$ cat src/rtl/instr_encoder_pkg.sv
// Shared types and field-packing helpers for the RV32I instruction encoder.
// The put_*_imm functions are the inverses of the decoder's get_*_imm extraction.
package instr_encoder_pkg;

  // Opcode field, instruction bits [6:2]
  typedef enum logic [4:0] {
    OPC_LOAD   = 5'b00000,
    OPC_OPIMM  = 5'b00100,
    OPC_AUIPC  = 5'b00101,
    OPC_STORE  = 5'b01000,
    OPC_OP     = 5'b01100,
    OPC_LUI    = 5'b01101,
    OPC_BRANCH = 5'b11000,
    OPC_JALR   = 5'b11001,
    OPC_JAL    = 5'b11011
  } opcodes_t;

  // The opcode is kept as raw bits so that illegal values can still be represented
  typedef struct packed {
    logic [4:0]  opcode;
    logic [2:0]  f3;
    logic        alt;
    logic [4:0]  rd;
    logic [4:0]  rs1;
    logic [4:0]  rs2;
    logic [31:0] imm;
  } enc_req_t;

  typedef struct packed {
    logic [31:0] instr;
    logic        err;
  } enc_word_t;

  localparam logic [31:0] NOP_INSTR = 32'h0000_0013;

  function automatic logic [31:0] put_I_imm(input logic [31:0] imm);
    return {imm[11:0], 20'b0};
  endfunction

  function automatic logic [31:0] put_S_imm(input logic [31:0] imm);
    return {imm[11:5], 13'b0, imm[4:0], 7'b0};
  endfunction

  function automatic logic [31:0] put_B_imm(input logic [31:0] imm);
    return {imm[12], imm[10:5], 13'b0, imm[4:1], imm[11], 7'b0};
  endfunction

  function automatic logic [31:0] put_U_imm(input logic [31:0] imm);
    return {imm[31:12], 12'b0};
  endfunction

  function automatic logic [31:0] put_J_imm(input logic [31:0] imm);
    return {imm[20], imm[10:1], imm[11], imm[19:12], 12'b0};
  endfunction

  // True when imm[31:lsb] are all copies of one bit, i.e. the value sign-extends from bit lsb
  function automatic logic fits_signed(input logic [31:0] imm, input int unsigned lsb);
    logic [31:0] w_hi;
    w_hi = 32'($signed(imm) >>> lsb);
    return (w_hi == '0) || (w_hi == '1);
  endfunction

endpackage

$ cat src/rtl/instr_field_packer.sv
// Combinational RV32I field packer: one request in, one encoded word plus error flag out.
// Define INSTR_ENC_RANGE_CHECK_EN to flag immediates that do not fit their field.
module instr_field_packer
  import instr_encoder_pkg::*;
(
  input  enc_req_t    i_req,
  output logic [31:0] o_instr,
  output logic        o_err
);

  logic [31:0] w_rd_f;
  logic [31:0] w_rs1_f;
  logic [31:0] w_rs2_f;
  logic        w_is_shift;
  logic        w_illegal;
  logic        w_range_bad;

  assign w_rd_f     = {20'b0, i_req.rd, i_req.opcode, 2'b11};
  assign w_rs1_f    = {12'b0, i_req.rs1, i_req.f3, 12'b0};
  assign w_rs2_f    = {7'b0, i_req.rs2, 20'b0};
  assign w_is_shift = (i_req.f3[1:0] == 2'b01);

  // NOTE: every output gets a default before the case so no path leaves it unassigned (no latch).
  always_comb begin
    o_instr   = NOP_INSTR;
    w_illegal = 1'b0;
    case (i_req.opcode)
      OPC_LUI, OPC_AUIPC: o_instr = put_U_imm(i_req.imm) | w_rd_f;
      OPC_JAL:            o_instr = put_J_imm(i_req.imm) | w_rd_f;
      OPC_JALR, OPC_LOAD: o_instr = put_I_imm(i_req.imm) | w_rs1_f | w_rd_f;
      OPC_OPIMM: begin
        if (w_is_shift)
          o_instr = {1'b0, i_req.alt, 5'b0, i_req.imm[4:0], 20'b0} | w_rs1_f | w_rd_f;
        else
          o_instr = put_I_imm(i_req.imm) | w_rs1_f | w_rd_f;
      end
      OPC_STORE:  o_instr = put_S_imm(i_req.imm) | w_rs2_f | w_rs1_f | {25'b0, i_req.opcode, 2'b11};
      OPC_BRANCH: o_instr = put_B_imm(i_req.imm) | w_rs2_f | w_rs1_f | {25'b0, i_req.opcode, 2'b11};
      OPC_OP:     o_instr = {1'b0, i_req.alt, 25'b0, 5'b0} | w_rs2_f | w_rs1_f | w_rd_f;
      default:    w_illegal = 1'b1;
    endcase
  end

`ifdef INSTR_ENC_RANGE_CHECK_EN
  always_comb begin
    w_range_bad = 1'b0;
    case (i_req.opcode)
      OPC_LUI, OPC_AUIPC: w_range_bad = (i_req.imm[11:0] != 12'b0);
      OPC_JAL:    w_range_bad = !fits_signed(i_req.imm, 20) || i_req.imm[0];
      OPC_BRANCH: w_range_bad = !fits_signed(i_req.imm, 12) || i_req.imm[0];
      OPC_JALR, OPC_LOAD, OPC_STORE: w_range_bad = !fits_signed(i_req.imm, 11);
      OPC_OPIMM: begin
        if (w_is_shift)
          w_range_bad = (i_req.imm[31:5] != 27'b0);
        else
          w_range_bad = !fits_signed(i_req.imm, 11);
      end
      default: w_range_bad = 1'b0;
    endcase
  end
`else
  assign w_range_bad = 1'b0;
`endif

  assign o_err = w_illegal | w_range_bad;

endmodule

$ cat src/rtl/instr_encoder.sv
// Streaming RV32I instruction encoder: valid/ready request in, encoded word out through a 2-entry FIFO.
// Range checking of immediates is enabled by defining INSTR_ENC_RANGE_CHECK_EN.
module instr_encoder
  import instr_encoder_pkg::*;
#(
  parameter int CNT_W = 16
) (
  input  logic             clk,
  input  logic             rst,
  input  logic             in_valid,
  output logic             in_ready,
  input  logic [4:0]       in_opcode,
  input  logic [2:0]       in_f3,
  input  logic             in_alt,
  input  logic [4:0]       in_rd,
  input  logic [4:0]       in_rs1,
  input  logic [4:0]       in_rs2,
  input  logic [31:0]      in_imm,
  output logic             out_valid,
  input  logic             out_ready,
  output logic [31:0]      out_instr,
  output logic             out_err,
  output logic [CNT_W-1:0] out_count
);

  enc_req_t   w_req;
  enc_word_t  w_word;
  logic       w_push;
  logic       w_pop;

  enc_word_t        r_mem [2];
  logic             r_wr_ptr;
  logic             r_rd_ptr;
  logic [1:0]       r_occ;
  logic [CNT_W-1:0] r_count;

  assign w_req = '{opcode: in_opcode, f3: in_f3, alt: in_alt, rd: in_rd,
                   rs1: in_rs1, rs2: in_rs2, imm: in_imm};

  instr_field_packer u_packer (
    .i_req   (w_req),
    .o_instr (w_word.instr),
    .o_err   (w_word.err)
  );

  // The encoded word is captured straight into the buffer, so the buffer is the registered stage
  assign w_push = in_valid & in_ready;
  assign w_pop  = out_valid & out_ready;

  // NOTE: state updates use non-blocking assignments so every register samples pre-edge values.
  always_ff @(posedge clk) begin
    if (rst) begin
      // NOTE: the two buffer entries are reset so out_instr/out_err read zero while empty.
      r_mem[0] <= '0;
      r_mem[1] <= '0;
      r_wr_ptr <= 1'b0;
      r_rd_ptr <= 1'b0;
      r_occ    <= 2'd0;
      r_count  <= '0;
    end else begin
      if (w_push) begin
        r_mem[r_wr_ptr] <= w_word;
        r_wr_ptr        <= ~r_wr_ptr;
      end
      if (w_pop) begin
        r_rd_ptr <= ~r_rd_ptr;
        r_count  <= r_count + CNT_W'(1);
      end
      case ({w_push, w_pop})
        2'b10:   r_occ <= r_occ + 2'd1;
        2'b01:   r_occ <= r_occ - 2'd1;
        default: r_occ <= r_occ;
      endcase
    end
  end

  assign in_ready  = (r_occ != 2'd2);
  assign out_valid = (r_occ != 2'd0);
  assign out_instr = r_mem[r_rd_ptr].instr;
  assign out_err   = r_mem[r_rd_ptr].err;
  assign out_count = r_count;

endmodule

$ cat config.mk
export PLATFORM = sky130hd
export DESIGN_NAME = instr_encoder
export DESIGN_NICKNAME = d
export VERILOG_FILES = /design/src/rtl/instr_encoder_pkg.sv /design/src/rtl/instr_field_packer.sv /design/src/rtl/instr_encoder.sv
export SDC_FILE = /design/constraint.sdc
export NUM_CORES = 1
export LEC_CHECK = 0
export ABC_AREA = 1
export CORE_ASPECT_RATIO = 1.1
export CORE_UTILIZATION = 45
export CTS_BUF_LIST = sky130_fd_sc_hd__clkbuf_8
export DETAILED_ROUTE_END_ITERATION = 10
export GPL_TIMING_DRIVEN = 0
export PLACE_DENSITY = 0.77
export SYNTH_ARGS = -nofsm -noshare
export SYNTH_HDL_FRONTEND = slang
export SYNTH_HIERARCHICAL = 1
export SYNTH_SLANG_ARGS = --single-unit
$ cat constraint.sdc
create_clock -name clk -period 6.05 [get_ports clk]
set_input_delay 1.21 -clock clk [delete_from_list [all_inputs] [get_ports clk]]
set_output_delay 1.21 -clock clk [all_outputs]
set_load 0.03 [all_outputs]
==> out/results.ini, run 1 <==
[outcome]
outcome=finished, final reports clean

[die]
die_area_um2=10700
boundaryPins=111
die_h_um=109
initial_utilization_pct=46.8
fp-row-count=38
die-width_um=98.9
core-area_um2=9940

[clock_tree]
clk_pin_slew_ns=0.08
maximum_clock_insertion_buffer_count=2
cts_tree=yes
cts-buffers-inserted=9
cts_max_level=3
post_cts.repair.setup_buffers=0
clock_sinks=87
post_cts_resized=0
insertion_delay_ns=0.36
cts.root.buffer_cell=clkbuf_8
cts_hold_repair.buffers=0

[place]
place.detailed.hpwl_mm=8.14
gp_congestion=0.824
io_buffers=110

[grt]
grt_antenna_before_repair=0
gr-total-overflow=0
wire_length_of_the_first_global_routing_pass_mm=17.7
grt_pass1_vias=3807
grt_usage_pct=21.6
grt_max_degree=34

[drt]
drt-total-wl_mm=11.1
via_per_inst=5.06
via_count=3868
route.detailed.drc=0
route.detailed.wl_per_inst_um=14.5
detailedRoute.firstIterationViolations=125
antenna_violating_nets_post_route=0
detail_route.first_pass.iterations=5

[synth]
asyncSetResetFlopFracSynth_pct=0
syn_inst=518
synth_seq_area_share_pct=51.6
post_synth_fa_ha_maj_area_fraction_pct=0.538
synth-xor-area-share_pct=0
synth.area.mux_share_pct=7.99
synth_compound_gate_area_share_pct=3.42
synth_edf_count=66
synth_top_family_by_area=simple AND/OR/NAND/NOR gates
synth.yosys.warnings=6
post-synth-top-area-fraction_pct=42.6
synth_top_cells_by_area=edfxtp_1, nand2_1, dfxtp_1
mappedNetlistArea_um2=4650
synthesis.area_per_instance_um2=8.98
synth_flop_cell=edfxtp_1
seq_cells_post_synth=87
synth_cell_type_count=32
synthSimpleGateAreaFrac_pct=28.5
leading_area_contributor_after_synthesis=edfxtp_1

[worst_setup_path]
critical_path_class=reg -> out
critical_path_arrival_ns=2.29
crit_path_max_fanout=10
timing.critical_path.required_ns=4.84
capturing_element_type_of_the_critical_path=output port
setup.worst_path.start_class=register

[flow_run]
max_cap_viol_count=0

[sta]
timing.setup.tns_ns=0
clock_skew_ns=0.00540
finalSetupViolations=0
worst_slew_pin_slew_ns=0.852
finalHoldWorstSlack_ns=0.466
hold_viol=0
grt_setup_unrepaired=no
slew_viol_final=0
max_freq_ghz=0.286
min_period_ns=3.50
timing.slew.headroom_pct=43.0
timing.final.crit_share_pct=57.8

[hold_path]
tightest_hold_check_type=reg -> reg

[final_layout]
area_growth_from_synthesis_to_final_layout_pct=31.3
highest_count_cells_in_the_layout_ignoring_fill_and_taps=nand2_1, clkdlybuf4s50_1, nor2_1, edfxtp_1, inv_1
fin_util_pct=61.4
insertedDiodeCount=0
nFillCells=829
mostFrequentLayoutCell=nand2_1
final_net_count=702
drive_gt1_share_pct=16.7

[power_and_ir_drop]
power_mw=1.59
worst_ir_drop_vdd_mv=0.122
total_leakage_power_nw=2.48
power.density_nw_per_um2=260

==> per-stage QoR <==
step                      instance area (µm²)  worst slack (ns)  cells
after detailed placement                 5910              2.50    749
after floorplan                          4660              3.21    519
after CTS                                6110              2.52    765
after global routing                     6110              2.44    765
after global placement                   5910              2.00    749
final                                    6110              2.55    765
==> critical path, stage by stage, from the launching register on <==
cell and delay [ns]:
dfxtp_1 0.32, clkbuf_1 0.29, buf_2 0.34, mux2_2 0.38, clkdlybuf4s50_1 0.61
==> cells by family (layout without fill, tap and decap cells) <==
group                    Yosys count  count (layout)
other                              1               2
flip-flops                        87              87
multiplexers                      33              33
adder cells (fa/ha/maj)            2               2
buffers and inverters             82             208
AO/OA/AOI/OAI                     31              31
AND/OR/NAND/NOR                  282             282
==> cells in the mapped netlist (6+ instances only) <==
cell      count
inv_1        59
a21oi_1      14
nor2_2       13
edfxtp_1     66
dfxtp_1      21
nand2_1     121
o21ai_0      11
nand3_1      21
nor2_1       94
buf_2         6
mux2_2       33
==> final cells by class <==
| cell class | count | area, µm² | area share, % |
|---|---|---|---|
| clock inverters | 3 | 15.0 | 0.246 |
| flip-flops and latches | 87 | 2400 | 39.3 |
| clock buffers | 13 | 179 | 2.93 |
| plain buffers | 16 | 113 | 1.84 |
| inverters | 66 | 253 | 4.14 |
| multi-input cells | 350 | 1890 | 31.0 |
| repair buffers | 110 | 1100 | 18.0 |
| well taps | 120 | 150 | 2.46 |
==> final timing paths <==
| kind | start | to | slack [ns] | cells past startpoint |
|---|---|---|---|---|
| worst max register to register | r_occ[0]$_SDFFE_PP0P_ | r_mem[1][8]$_SDFFCE_PN0P_ | 3.90 | 5 |
| worst min register to register | r_rd_ptr$_SDFFE_PP0P_ | register | 0.47 | 1 |
| worst min-delay path | r_rd_ptr$_SDFFE_PP0P_ | register | 0.47 | 1 |
| worst max-delay path | register | out_instr[21] | 2.55 | 4 |
==> routing by layer <==
metal,vias to the layer above,track usage (%),routed length [µm]
li1,1913,-,-
met4,0,8.53,208
met5,-,0,0
met2,121,38.4,5510
met1,1817,25.2,4770
met3,17,5.06,621
==> power by group <==
part / total (mW) / internal [mW] / switching (mW)
Combinational: 0.479 / 0.205 / 0.274
Sequential: 0.717 / 0.694 / 0.0223
Clock: 0.391 / 0.193 / 0.198
Total: 1.59 / 1.09 / 0.495
==> sequential cells by signal, indices dropped and copies added (netlist names), named ones only <==
register	count
r_rd_ptr	1
out_count	16
r_occ	2
r_wr_ptr	1
r_mem	66
Power figures use the tool's default switching activity.
==> inputs of run 2 (changes only) <==
Clock period 6.05 ns to 3.5 ns, I/O delays scaled along.
==> results of run 2 <==
The final DEF is identical to that of run 1. Status: finished, final reports clean.
Main changes from that run: setup slack after placement 2.50 ns -> 0.460 ns; setup slack after layout 2.55 ns -> 0.515 ns; register-to-register setup slack 3.90 ns -> 1.35 ns; total power 1.59 mW -> 2.74 mW; worst IR drop on VDD 0.122 mV -> 0.211 mV
